**src/rtl/fetch_align_unit_if.sv**
```systemverilog
// Bus bundle for the fetch/align front-end: redirect input, instruction
// memory request/response channel and the aligned-instruction output.
// The master modport is the fetch unit; the slave modport is its environment
// (memory, branch resolution and the IF/ID register).
interface fetch_align_unit_if;
    // Redirect from branch/jump resolution
    logic        redirect_i;
    logic [31:0] redirect_pc_i;

    // Instruction memory channel
    logic        mem_req_o;
    logic [31:0] mem_addr_o;
    logic        mem_gnt_i;
    logic        mem_rvalid_i;
    logic [31:0] mem_rdata_i;

    // Aligned instruction towards IF/ID
    logic        inst_valid_o;
    logic [31:0] inst_o;
    logic [31:0] inst_pc_o;
    logic        inst_is_c_o;
    logic        inst_ready_i;

    modport master (
        input  redirect_i,
        input  redirect_pc_i,
        output mem_req_o,
        output mem_addr_o,
        input  mem_gnt_i,
        input  mem_rvalid_i,
        input  mem_rdata_i,
        output inst_valid_o,
        output inst_o,
        output inst_pc_o,
        output inst_is_c_o,
        input  inst_ready_i
    );

    modport slave (
        output redirect_i,
        output redirect_pc_i,
        input  mem_req_o,
        input  mem_addr_o,
        output mem_gnt_i,
        output mem_rvalid_i,
        output mem_rdata_i,
        input  inst_valid_o,
        input  inst_o,
        input  inst_pc_o,
        input  inst_is_c_o,
        output inst_ready_i
    );
endinterface

```
**src/rtl/fetch_align_unit.sv**
```systemverilog
// RV32IC fetch/align front-end. Fetches word-aligned instruction words,
// buffers them as halfwords in a small shift queue and presents one aligned
// instruction (16-bit compressed or 32-bit, possibly straddling a word
// boundary) per cycle together with its PC. Redirects flush the queue and
// discard any response still in flight.
// DEPTH is the queue capacity in halfwords; it must be even and >= 4.
module fetch_align_unit #(
    parameter logic [31:0] RESET_PC = 32'h0000_0000,
    parameter int          DEPTH    = 4
) (
    input  logic                clk,
    input  logic                rst,    // asynchronous, active-low
    fetch_align_unit_if.master  bus
);

    localparam int CW = $clog2(DEPTH + 1);

    typedef enum logic [1:0] {
        S_REQ     = 2'd0,
        S_WAIT    = 2'd1,
        S_DISCARD = 2'd2
    } state_t;

    // Registered state
    state_t          r_state;
    logic [31:0]     r_fetch_addr;
    logic [31:0]     r_head_pc;
    logic            r_drop_low;
    logic [CW-1:0]   r_count;
    logic [15:0]     r_q [DEPTH];

    // Next-state and combinational signals
    state_t          w_state_next;
    logic [31:0]     w_fetch_addr_next;
    logic [31:0]     w_head_pc_next;
    logic            w_drop_low_next;
    logic [CW-1:0]   w_count_next;
    logic [15:0]     w_q_next [DEPTH];

    logic            w_redirect;
    logic            w_mem_req;
    logic            w_space;
    logic            w_grant;
    logic            w_fill;
    logic            w_pop;
    logic [1:0]      w_pop_n;
    logic [1:0]      w_fill_n;
    logic [15:0]     w_fill_h0;
    logic [15:0]     w_fill_h1;
    logic [CW-1:0]   w_keep;
    logic [15:0]     w_h0;
    logic [15:0]     w_h1;
    logic            w_is32;
    logic            w_inst_valid;
    logic            w_inst_is_c;
    logic [31:0]     w_inst;

    assign w_redirect = bus.redirect_i;
    assign w_h0       = r_q[0];
    assign w_h1       = r_q[1];
    assign w_is32     = (w_h0[1:0] == 2'b11);

    // A request reserves room for a full word even when only its upper
    // halfword will be kept; no fill can occur while in REQ, so count is exact.
    assign w_space = ((32'(r_count) + 32'd2) <= 32'(DEPTH));

    // Redirect wins over grant, fill and pop in the same cycle.
    assign w_grant = w_mem_req & bus.mem_gnt_i;
    assign w_fill  = (r_state == S_WAIT) & bus.mem_rvalid_i & ~w_redirect;
    assign w_pop   = w_inst_valid & bus.inst_ready_i & ~w_redirect;

    assign w_pop_n   = w_pop ? (w_is32 ? 2'd2 : 2'd1) : 2'd0;
    assign w_fill_n  = w_fill ? (r_drop_low ? 2'd1 : 2'd2) : 2'd0;
    assign w_fill_h0 = r_drop_low ? bus.mem_rdata_i[31:16] : bus.mem_rdata_i[15:0];
    assign w_fill_h1 = bus.mem_rdata_i[31:16];
    assign w_keep    = r_count - CW'(w_pop_n);

    // Per-entry queue update: surviving entries shift towards the head by the
    // pop amount, and fresh halfwords land directly behind the survivors.
    for (genvar gi = 0; gi < DEPTH; gi++) begin : g_entry
        logic [15:0] w_sh1;
        logic [15:0] w_sh2;
        logic [15:0] w_kept;

        if (gi + 2 < DEPTH) begin : g_mid
            assign w_sh1 = r_q[gi + 1];
            assign w_sh2 = r_q[gi + 2];
        end else if (gi + 1 < DEPTH) begin : g_penult
            assign w_sh1 = r_q[gi + 1];
            assign w_sh2 = 16'h0000;
        end else begin : g_tail
            assign w_sh1 = 16'h0000;
            assign w_sh2 = 16'h0000;
        end

        assign w_kept = (w_pop_n == 2'd2) ? w_sh2 :
                        (w_pop_n == 2'd1) ? w_sh1 : r_q[gi];

        assign w_q_next[gi] =
            (CW'(gi) < w_keep)                                   ? w_kept    :
            ((CW'(gi) == w_keep) && (w_fill_n != 2'd0))          ? w_fill_h0 :
            ((CW'(gi) == (w_keep + CW'(1))) && (w_fill_n == 2'd2)) ? w_fill_h1 :
                                                                   r_q[gi];
    end

    // Datapath next-state: count, head PC, fetch address and drop_low flag
    always_comb begin
        w_count_next      = w_keep + CW'(w_fill_n);
        w_head_pc_next    = r_head_pc;
        w_fetch_addr_next = r_fetch_addr;
        w_drop_low_next   = r_drop_low;
        if (w_pop) begin
            w_head_pc_next = r_head_pc + (w_is32 ? 32'd4 : 32'd2);
        end
        if (w_grant) begin
            w_fetch_addr_next = r_fetch_addr + 32'd4;
        end
        if (w_fill) begin
            w_drop_low_next = 1'b0;
        end
        if (w_redirect) begin
            w_count_next      = '0;
            w_head_pc_next    = bus.redirect_pc_i & ~32'd1;
            w_fetch_addr_next = bus.redirect_pc_i & ~32'd3;
            w_drop_low_next   = bus.redirect_pc_i[1];
        end
    end

    // Datapath registers, including the halfword queue
    always_ff @(posedge clk or negedge rst) begin
        if (!rst) begin
            r_count      <= '0;
            r_head_pc    <= RESET_PC & ~32'd1;
            r_fetch_addr <= RESET_PC & ~32'd3;
            r_drop_low   <= RESET_PC[1];
            for (int i = 0; i < DEPTH; i++) begin
                r_q[i] <= 16'h0000;
            end
        end else begin
            r_count      <= w_count_next;
            r_head_pc    <= w_head_pc_next;
            r_fetch_addr <= w_fetch_addr_next;
            r_drop_low   <= w_drop_low_next;
            for (int i = 0; i < DEPTH; i++) begin
                r_q[i] <= w_q_next[i];
            end
        end
    end

    // Fetch FSM state register
    always_ff @(posedge clk or negedge rst) begin
        if (!rst) begin
            r_state <= S_REQ;
        end else begin
            r_state <= w_state_next;
        end
    end

    // Fetch FSM next-state. A response that arrives in the same cycle as a
    // redirect is dropped, but it still retires the outstanding request, so
    // the FSM returns to REQ rather than waiting for a response that will
    // never come.
    always_comb begin
        w_state_next = r_state;
        case (r_state)
            S_REQ: begin
                if (w_grant) begin
                    w_state_next = S_WAIT;
                end
            end
            S_WAIT: begin
                if (bus.mem_rvalid_i) begin
                    w_state_next = S_REQ;
                end else if (w_redirect) begin
                    w_state_next = S_DISCARD;
                end
            end
            S_DISCARD: begin
                if (bus.mem_rvalid_i) begin
                    w_state_next = S_REQ;
                end
            end
            default: w_state_next = S_REQ;
        endcase
    end

    // Fetch FSM outputs; the request is forced low while reset is asserted
    always_comb begin
        w_mem_req = (r_state == S_REQ) && w_space && !w_redirect && rst;
    end

    // Instruction alignment from the head of the queue
    always_comb begin
        w_inst_valid = 1'b0;
        w_inst_is_c  = 1'b0;
        w_inst       = 32'h0000_0000;
        if (!w_is32) begin
            if (r_count >= CW'(1)) begin
                w_inst_valid = 1'b1;
                w_inst_is_c  = 1'b1;
                w_inst       = {16'h0000, w_h0};
            end
        end else if (r_count >= CW'(2)) begin
            w_inst_valid = 1'b1;
            w_inst       = {w_h1, w_h0};
        end
    end

    assign bus.mem_req_o    = w_mem_req;
    assign bus.mem_addr_o   = r_fetch_addr;
    assign bus.inst_valid_o = w_inst_valid;
    assign bus.inst_is_c_o  = w_inst_is_c;
    assign bus.inst_o       = w_inst;
    assign bus.inst_pc_o    = r_head_pc;

endmodule

```
**src/flat_wrapper.sv**
```systemverilog
// flat-port wrapper written by rule: the top's interface ports become plain ports
module fetch_align_unit_flat 
#(
    parameter logic [31:0] RESET_PC = 32'h0000_0000,
    parameter int          DEPTH    = 4
)
  (clk, rst, bus_redirect_i, bus_redirect_pc_i, bus_mem_req_o, bus_mem_addr_o, bus_mem_gnt_i, bus_mem_rvalid_i, bus_mem_rdata_i, bus_inst_valid_o, bus_inst_o, bus_inst_pc_o, bus_inst_is_c_o, bus_inst_ready_i);
  fetch_align_unit_if bus_i ();
  input  logic clk;
  input  logic rst;
  input wire logic [$bits(bus_i.redirect_i)-1:0] bus_redirect_i;
  input wire logic [$bits(bus_i.redirect_pc_i)-1:0] bus_redirect_pc_i;
  output wire logic [$bits(bus_i.mem_req_o)-1:0] bus_mem_req_o;
  output wire logic [$bits(bus_i.mem_addr_o)-1:0] bus_mem_addr_o;
  input wire logic [$bits(bus_i.mem_gnt_i)-1:0] bus_mem_gnt_i;
  input wire logic [$bits(bus_i.mem_rvalid_i)-1:0] bus_mem_rvalid_i;
  input wire logic [$bits(bus_i.mem_rdata_i)-1:0] bus_mem_rdata_i;
  output wire logic [$bits(bus_i.inst_valid_o)-1:0] bus_inst_valid_o;
  output wire logic [$bits(bus_i.inst_o)-1:0] bus_inst_o;
  output wire logic [$bits(bus_i.inst_pc_o)-1:0] bus_inst_pc_o;
  output wire logic [$bits(bus_i.inst_is_c_o)-1:0] bus_inst_is_c_o;
  input wire logic [$bits(bus_i.inst_ready_i)-1:0] bus_inst_ready_i;
  assign bus_i.redirect_i = bus_redirect_i;
  assign bus_i.redirect_pc_i = bus_redirect_pc_i;
  assign bus_mem_req_o = bus_i.mem_req_o;
  assign bus_mem_addr_o = bus_i.mem_addr_o;
  assign bus_i.mem_gnt_i = bus_mem_gnt_i;
  assign bus_i.mem_rvalid_i = bus_mem_rvalid_i;
  assign bus_i.mem_rdata_i = bus_mem_rdata_i;
  assign bus_inst_valid_o = bus_i.inst_valid_o;
  assign bus_inst_o = bus_i.inst_o;
  assign bus_inst_pc_o = bus_i.inst_pc_o;
  assign bus_inst_is_c_o = bus_i.inst_is_c_o;
  assign bus_i.inst_ready_i = bus_inst_ready_i;
  fetch_align_unit #(.RESET_PC(RESET_PC), .DEPTH(DEPTH)) u_core (.clk(clk), .rst(rst), .bus(bus_i));
endmodule
```
**config.mk**
```make
export PLATFORM = sky130hd
export DESIGN_NAME = fetch_align_unit_flat
export DESIGN_NICKNAME = d
export VERILOG_FILES = /design/src/rtl/fetch_align_unit_if.sv /design/src/rtl/fetch_align_unit.sv /design/src/flat_wrapper.sv
export SDC_FILE = /design/constraint.sdc
export NUM_CORES = 1
export LEC_CHECK = 0
export BUFFER_PORTS_ARGS = -buffer_cell sky130_fd_sc_hd__buf_2
export CAP_MARGIN = 10
export CORE_MARGIN = 2
export CORE_UTILIZATION = 45
export CTS_CLUSTER_DIAMETER = 60
export DETAILED_ROUTE_END_ITERATION = 6
export PLACE_DENSITY = 0.79
export SETUP_SLACK_MARGIN = 0.02
export SYNTH_ARGS = -nofsm -noshare
export SYNTH_HDL_FRONTEND = slang
export SYNTH_SLANG_ARGS = --single-unit
```
**constraint.sdc**
```tcl
create_clock -name clk -period 4.45 [get_ports clk]
set_input_delay 0.445 -clock clk [delete_from_list [all_inputs] [get_ports clk]]
set_output_delay 0.445 -clock clk [all_outputs]
set_load 0.05 [all_outputs]
```
* Yosys cells after proc, flatten, opt, wreduce, memory -nomap -nowiden
Index checks and enable logic that the tools add are counted. W data, S select, Z words.
Storage, ports and cells: register bits after elaboration 134, input bits 70, word-level logic and storage cells 120
Operators by class: reductions and logical operators 28, equality and inequality tests 19, $add $sub $neg 6, $lt $le $gt $ge 7, bitwise operators 6, multiplexer cells 45
Operator list (count):
- $mux W16 | 22
- $mux W32 | 6
- $add A32 B3 Y32 const B | 1
- $add A32 B32 Y32 | 1
- $le A32 B3 Y1 const B | 1
- $mux W2 | 8
- $eq A2 B3 Y1 const A | 4
- $ne A3 B1 Y1 const B | 4
- $reduce_bool A3 Y1 | 4
- $logic_and A1 B1 Y1 | 11
- $eq A2 B2 Y1 const B | 4
- $reduce_and A2 Y1 | 4
- $reduce_bool A2 Y1 | 4
- $eq A1 B3 Y1 const A | 2
- $logic_not A3 Y1 | 2
- $lt A1 B3 Y1 const A | 2
- $lt A2 B3 Y1 const A | 2
- $mux W1 | 6
- $mux W3 | 2
- $pmux W2 S3 | 1
- $and A1 B1 Y1 | 5
- $add A3 B2 Y4 const B | 1
- $eq A2 B1 Y1 const B | 2
- $add A3 B1 Y3 const B | 1
- 11 further kinds | 11

* Logic depth before layout (Yosys ltp)
depth after elaboration 13, gate-level depth with buffers 14, gate-level depth less buffers 11

* Worst setup path after synthesis
Ideal clock, no wire load.
path kind input -> register, start point input port bus_redirect_i, end point register u_core.r_q, in the netlist u_core.w_h0[13], stages 12, slack 1.029 ns, setup time 0.123 ns, arrival time 3.299 ns, data required time 4.327 ns, buffers on the path 6, cells stage by stage clkbuf_1 clkbuf_1 clkbuf_1 nor3_1 ha_1 inv_1 fa_1 clkbuf_1 or4_1 buf_2 buf_2 o221a_2
Between the ends: cells in the longest elaborated chain, start to end 9
Ends and longest elaborated chain:
- start: declaration | RTL line flat_wrapper.sv:11 | input wire logic [$bits(bus_i.redirect_i)-1:0] bus_redirect_i;
- $not A1 Y1 (*) | RTL line fetch_align_unit.sv:69, fetch_align_unit.sv:70
- $and A1 B1 Y1 | RTL line fetch_align_unit.sv:70 | assign w_pop = w_inst_valid & bus.inst_ready_i & ~w_redirect;
- $mux W2 | RTL line fetch_align_unit.sv:72 | assign w_pop_n = w_pop ? (w_is32 ? 2'd2 : 2'd1) : 2'd0;
- $sub A3 B2 Y3 | RTL line fetch_align_unit.sv:76 | assign w_keep = r_count - CW'(w_pop_n);
- $add A3 B1 Y3 | RTL line fetch_align_unit.sv:102 | ((CW'(gi) == (w_keep + CW'(1))) && (w_fill_n == 2'd2)) ? w_fill_h1 :
- $logic_not A3 Y1 | RTL line fetch_align_unit.sv:102
- $logic_and A1 B1 Y1 | RTL line fetch_align_unit.sv:102
- $reduce_bool A3 Y1 (no source line)
- $reduce_and A2 Y1 (no source line)
- end signal: indexed assignment | RTL line fetch_align_unit.sv:145 | r_q[i] <= w_q_next[i];
- end: declaration | RTL line fetch_align_unit.sv:30 | logic [15:0] r_q [DEPTH];
Every way passes the cells marked *; elsewhere a longest branch is shown, timed or not. A chain may end at the register's enable or synchronous reset.

* Worst setup path in the final report
start point register u_core.r_count[2], end point register u_core.r_q, in the netlist u_core.w_h0[5]
Between the ends: cells in the longest elaborated chain, start to end 12
Ends and longest elaborated chain:
- start: declaration | RTL line fetch_align_unit.sv:29 | logic [CW-1:0] r_count;
- start signal: assignment | RTL line fetch_align_unit.sv:140 | r_count <= w_count_next;
- $ge A3 B1 Y1 or $ge A3 B2 Y1 (tied branches) | RTL line fetch_align_unit.sv:198, fetch_align_unit.sv:203
- $mux W1 (on tied branches) | RTL line fetch_align_unit.sv:198, fetch_align_unit.sv:203
- $mux W1 | RTL line fetch_align_unit.sv:197 | if (!w_is32) begin
- $and A1 B1 Y1 (2 in a row) | RTL line fetch_align_unit.sv:70
- $mux W2 | RTL line fetch_align_unit.sv:72
- $sub A3 B2 Y3 | RTL line fetch_align_unit.sv:76
- $add A3 B1 Y3 | RTL line fetch_align_unit.sv:102
- $logic_not A3 Y1 | RTL line fetch_align_unit.sv:102
- $logic_and A1 B1 Y1 | RTL line fetch_align_unit.sv:102
- $reduce_bool A3 Y1 (no source line)
- $reduce_and A2 Y1 (no source line)
Parallel ways exist; a longest one is shown, timed or not.

==> results.py <==
metrics = {
    "run_status": {
        "status": "completed",
    },
    "min_path": {
        "hp-class": "input port to async pin",
    },
    "route": {
        "firstDrtPassIters": 5,
        "wl_per_cell_um": 19.3,
        "finalWirelength_um": 24200,
        "drtAntennaViolNets": 0,
        "drc_errors": 0,
        "vias": 7542,
        "viasPerCell": 6.01,
        "first_iter_violations": 730,
    },
    "clock_network": {
        "cts.sinks": 131,
        "cts_made_buffers": 17,
        "ctsResizeCount": 0,
        "cts_tree": "built",
        "htreeDepth": 4,
        "worstSkewPairLatency_ns": 0.43,
        "cts_root_buffer": "clkbuf_16",
        "hold_buffers": 0,
        "clock_path_buffers": 2,
        "clkTransAtPathRegs_ns": 0.06,
        "cts_setup_buffers": 0,
    },
    "power_and_ir_drop": {
        "seq_power_share": 0.387,
        "switching_share": 0.358,
        "switching_power_mw": 1.64,
        "p_leak_nw": 4.18,
        "ir_drop_uv": 199,
        "power.internal_mw": 2.93,
        "p_per_area_mw_per_mm2": 474,
        "p_comb_frac": 0.281,
        "clkPwrFrac": 0.332,
    },
    "synth": {
        "synth_top_area_share": 0.407,
        "synthTopCellsByCount": "131 x dfrtp_1, 127 x nand2_1, 63 x nor2_1",
        "synth_seq_area_share": 0.407,
        "synth_most_common_cell": "dfrtp_1",
        "ys_warn_count": 0,
        "syn-instance-count": 873,
        "yosys.area.top_type": "dfrtp_1",
        "avgSynthCellArea_um2": 9.22,
        "ys_ff_latch": 131,
        "netlist_area_mm2": 0.00805,
        "synth.area.top_cells": "dfrtp_1 41%, nand2_1 5.9%, mux2i_1 5.8%",
        "synth-edff-count": 0,
        "ys.flop_type": "dfrtp_1",
        "synthArstFlopShare": 1.00,
        "yosys.cell_types.count": 70,
    },
    "critical_path": {
        "crit_required_ns": 4.76,
        "startpoint_type": "flop",
        "cp_max_fo": 17,
        "crit_type": "flop to flop",
        "cp_data_arrival_time_ns": 4.19,
        "endpoint_kind": "flop",
    },
    "global_route": {
        "grt_overflow_total": 0,
        "antenna_found_initial": 1,
        "grt_pass1_vias": 7147,
        "grt_pass1_wl_um": 37100,
        "grt_use_total": 0.256,
        "grt_max_degree": 70,
    },
    "place": {
        "gp_congestion": 0.903,
        "dp_hpwl_um": 15700,
        "numPortBuffers": 164,
        "dp_worst_setup_slack_ns": 0.642,
    },
    "sta": {
        "timing.setup.tns_ns": 0,
        "max_slew.worst_pin.slew_ns": 1.09,
        "max_freq_ghz": 0.258,
        "setup_ws_ns": 0.569,
        "fin_crit_ns": 3.88,
        "finalHoldViolCount": 0,
        "rsz0062_at_grt": "false",
        "fin_worst_skew_ns": 0.00876,
        "setup_viol": 0,
        "report.final.slew_viol_count": 0,
        "max_slew_margin": 0.276,
        "period_share": 0.872,
    },
    "floorplan": {
        "ios": 169,
        "start_util": 0.462,
        "placementRows": 48,
        "die-area_mm2": 0.0190,
        "chipWidth_um": 138,
        "die_y_um": 138,
        "core_mm2": 0.0174,
    },
    "cells_and_area": {
        "final_layout_size_suffix_gt1_frac": 0.266,
        "area_growth_syn_to_layout_pct": 19.7,
        "layout.nets": 1093,
    },
    "job": {
        "cap_violations": 0,
    },
}
routing by layer:
metal / routed length (um) / GRT usage / vias up
li1: - / - / 3482
met1: 10200 / 0.340 / 3661
met2: 11300 / 0.390 / 334
met3: 1790 / 0.0578 / 65
met4: 812 / 0.133 / 0
met5: 0 / 0 / -
cells by family after synthesis:
group                    synth area share
AO/OA/AOI/OAI                       0.189
XOR/XNOR                           0.0379
adder cells (fa/ha/maj)            0.0152
buffers and inverters              0.0465
flip-flops                          0.407
multiplexers                       0.0893
other                            0.000466
AND/OR/NAND/NOR                     0.214
final timing paths:
path | startpoint | endpoint | depth (start not counted) | slack (ns)
worst min-delay path | rst | u_core.g_entry[0].w_sh1[5] | 1 | 0.02
worst max register to register | u_core.r_count[2] | u_core.w_h0[5] | 10 | 0.57
worst min register to register | u_core.g_entry[0].w_sh1[5] | u_core.g_entry[0].w_sh1[5] | 2 | 0.51
min in group clk | bus_mem_rvalid_i | u_core.r_state[1] | 2 | 0.25
max in group asynchronous | rst | u_core.bus.inst_pc_o[10] | 2 | 3.09
worst max-delay path | u_core.r_count[2] | u_core.w_h0[5] | 10 | 0.57
flip-flops by register name (all words and copies together), names as in the netlist:
register               flops
u_core.r_count             3
u_core.r_state             2
u_core.bus.inst_pc_o      31
u_core.g_entry.w_sh2      32
u_core.w_h0               16
u_core.bus.mem_addr_o     30
u_core.r_drop_low          1
u_core.g_entry.w_sh1      16
power groups by stage:
stage,Sequential (mW),Combinational (mW),Clock [mW]
global route,1.80,1.40,1.58
floorplan,1.89,0.785,0
detailed placement,1.77,1.27,0
CTS,1.76,1.28,1.53
finish,1.77,1.28,1.52
global placement,1.76,1.24,0
layout by cell type, fill, tap and decap left out, types with 3 or more instances in the layout:
cell type / instances
nor2_1: 63
a41oi_1: 3
and4_1: 7
nor4_1: 8
mux2_2: 22
conb_1: 3
inv_1: 16
o311ai_0: 13
nand2_1: 127
fa_1: 3
nor3_1: 13
xnor2_1: 23
a21oi_1: 9
a31oi_1: 32
o21ai_0: 49
clkinvlp_4: 3
and2_1: 23
a21o_1: 10
mux2i_1: 47
nor4_2: 3
xor2_1: 9
or3_1: 3
o221ai_1: 15
nand3_1: 30
a211oi_1: 8
and3_1: 3
buf_2: 163
clkbuf_16: 17
dfrtp_1: 131
o221a_2: 15
buf_4: 18
a22oi_1: 17
ha_1: 5
nor2b_1: 21
o211ai_1: 16
bufinv_16: 4
nand4_1: 19
o21ai_1: 9
critical path, cell delays in order (launching register included):
cell     delay, ns
dfrtp_1       0.53
or2_1         0.37
o21ai_4       0.16
nor3_1        0.18
ha_1          0.17
inv_1         0.05
fa_1          0.44
xnor2_2       0.38
or4_1         0.75
nand2_4       0.34
o221a_2       0.38
area by class of cell:
type	instances	area (um2)
Fill cell	1573	7780
Multi-Input combinational cell	666	4410
Sequential cell	131	3280
Timing Repair Buffer	182	962
Clock buffer	20	457
Tap cell	225	282
Clock inverter	12	179
Inverter	17	63.8
Antenna cell	1	2.50
through the flow:
stage	hold slack (ns)	util	std cells	total power [mW]	instance area, um2
2_1_floorplan	0.149	-	875	2.67	8050
3_3_place_gp	0.486	0.517	1221	3.01	9000
3_5_place_dp	0.494	0.517	1221	3.05	9000
4_1_cts	0.0428	0.553	1253	4.57	9630
5_1_grt	0.0604	0.553	1254	4.78	9630
6_report	0.0203	0.553	1254	4.57	9630
No activity file was read; power rests on OpenSTA's default activity.
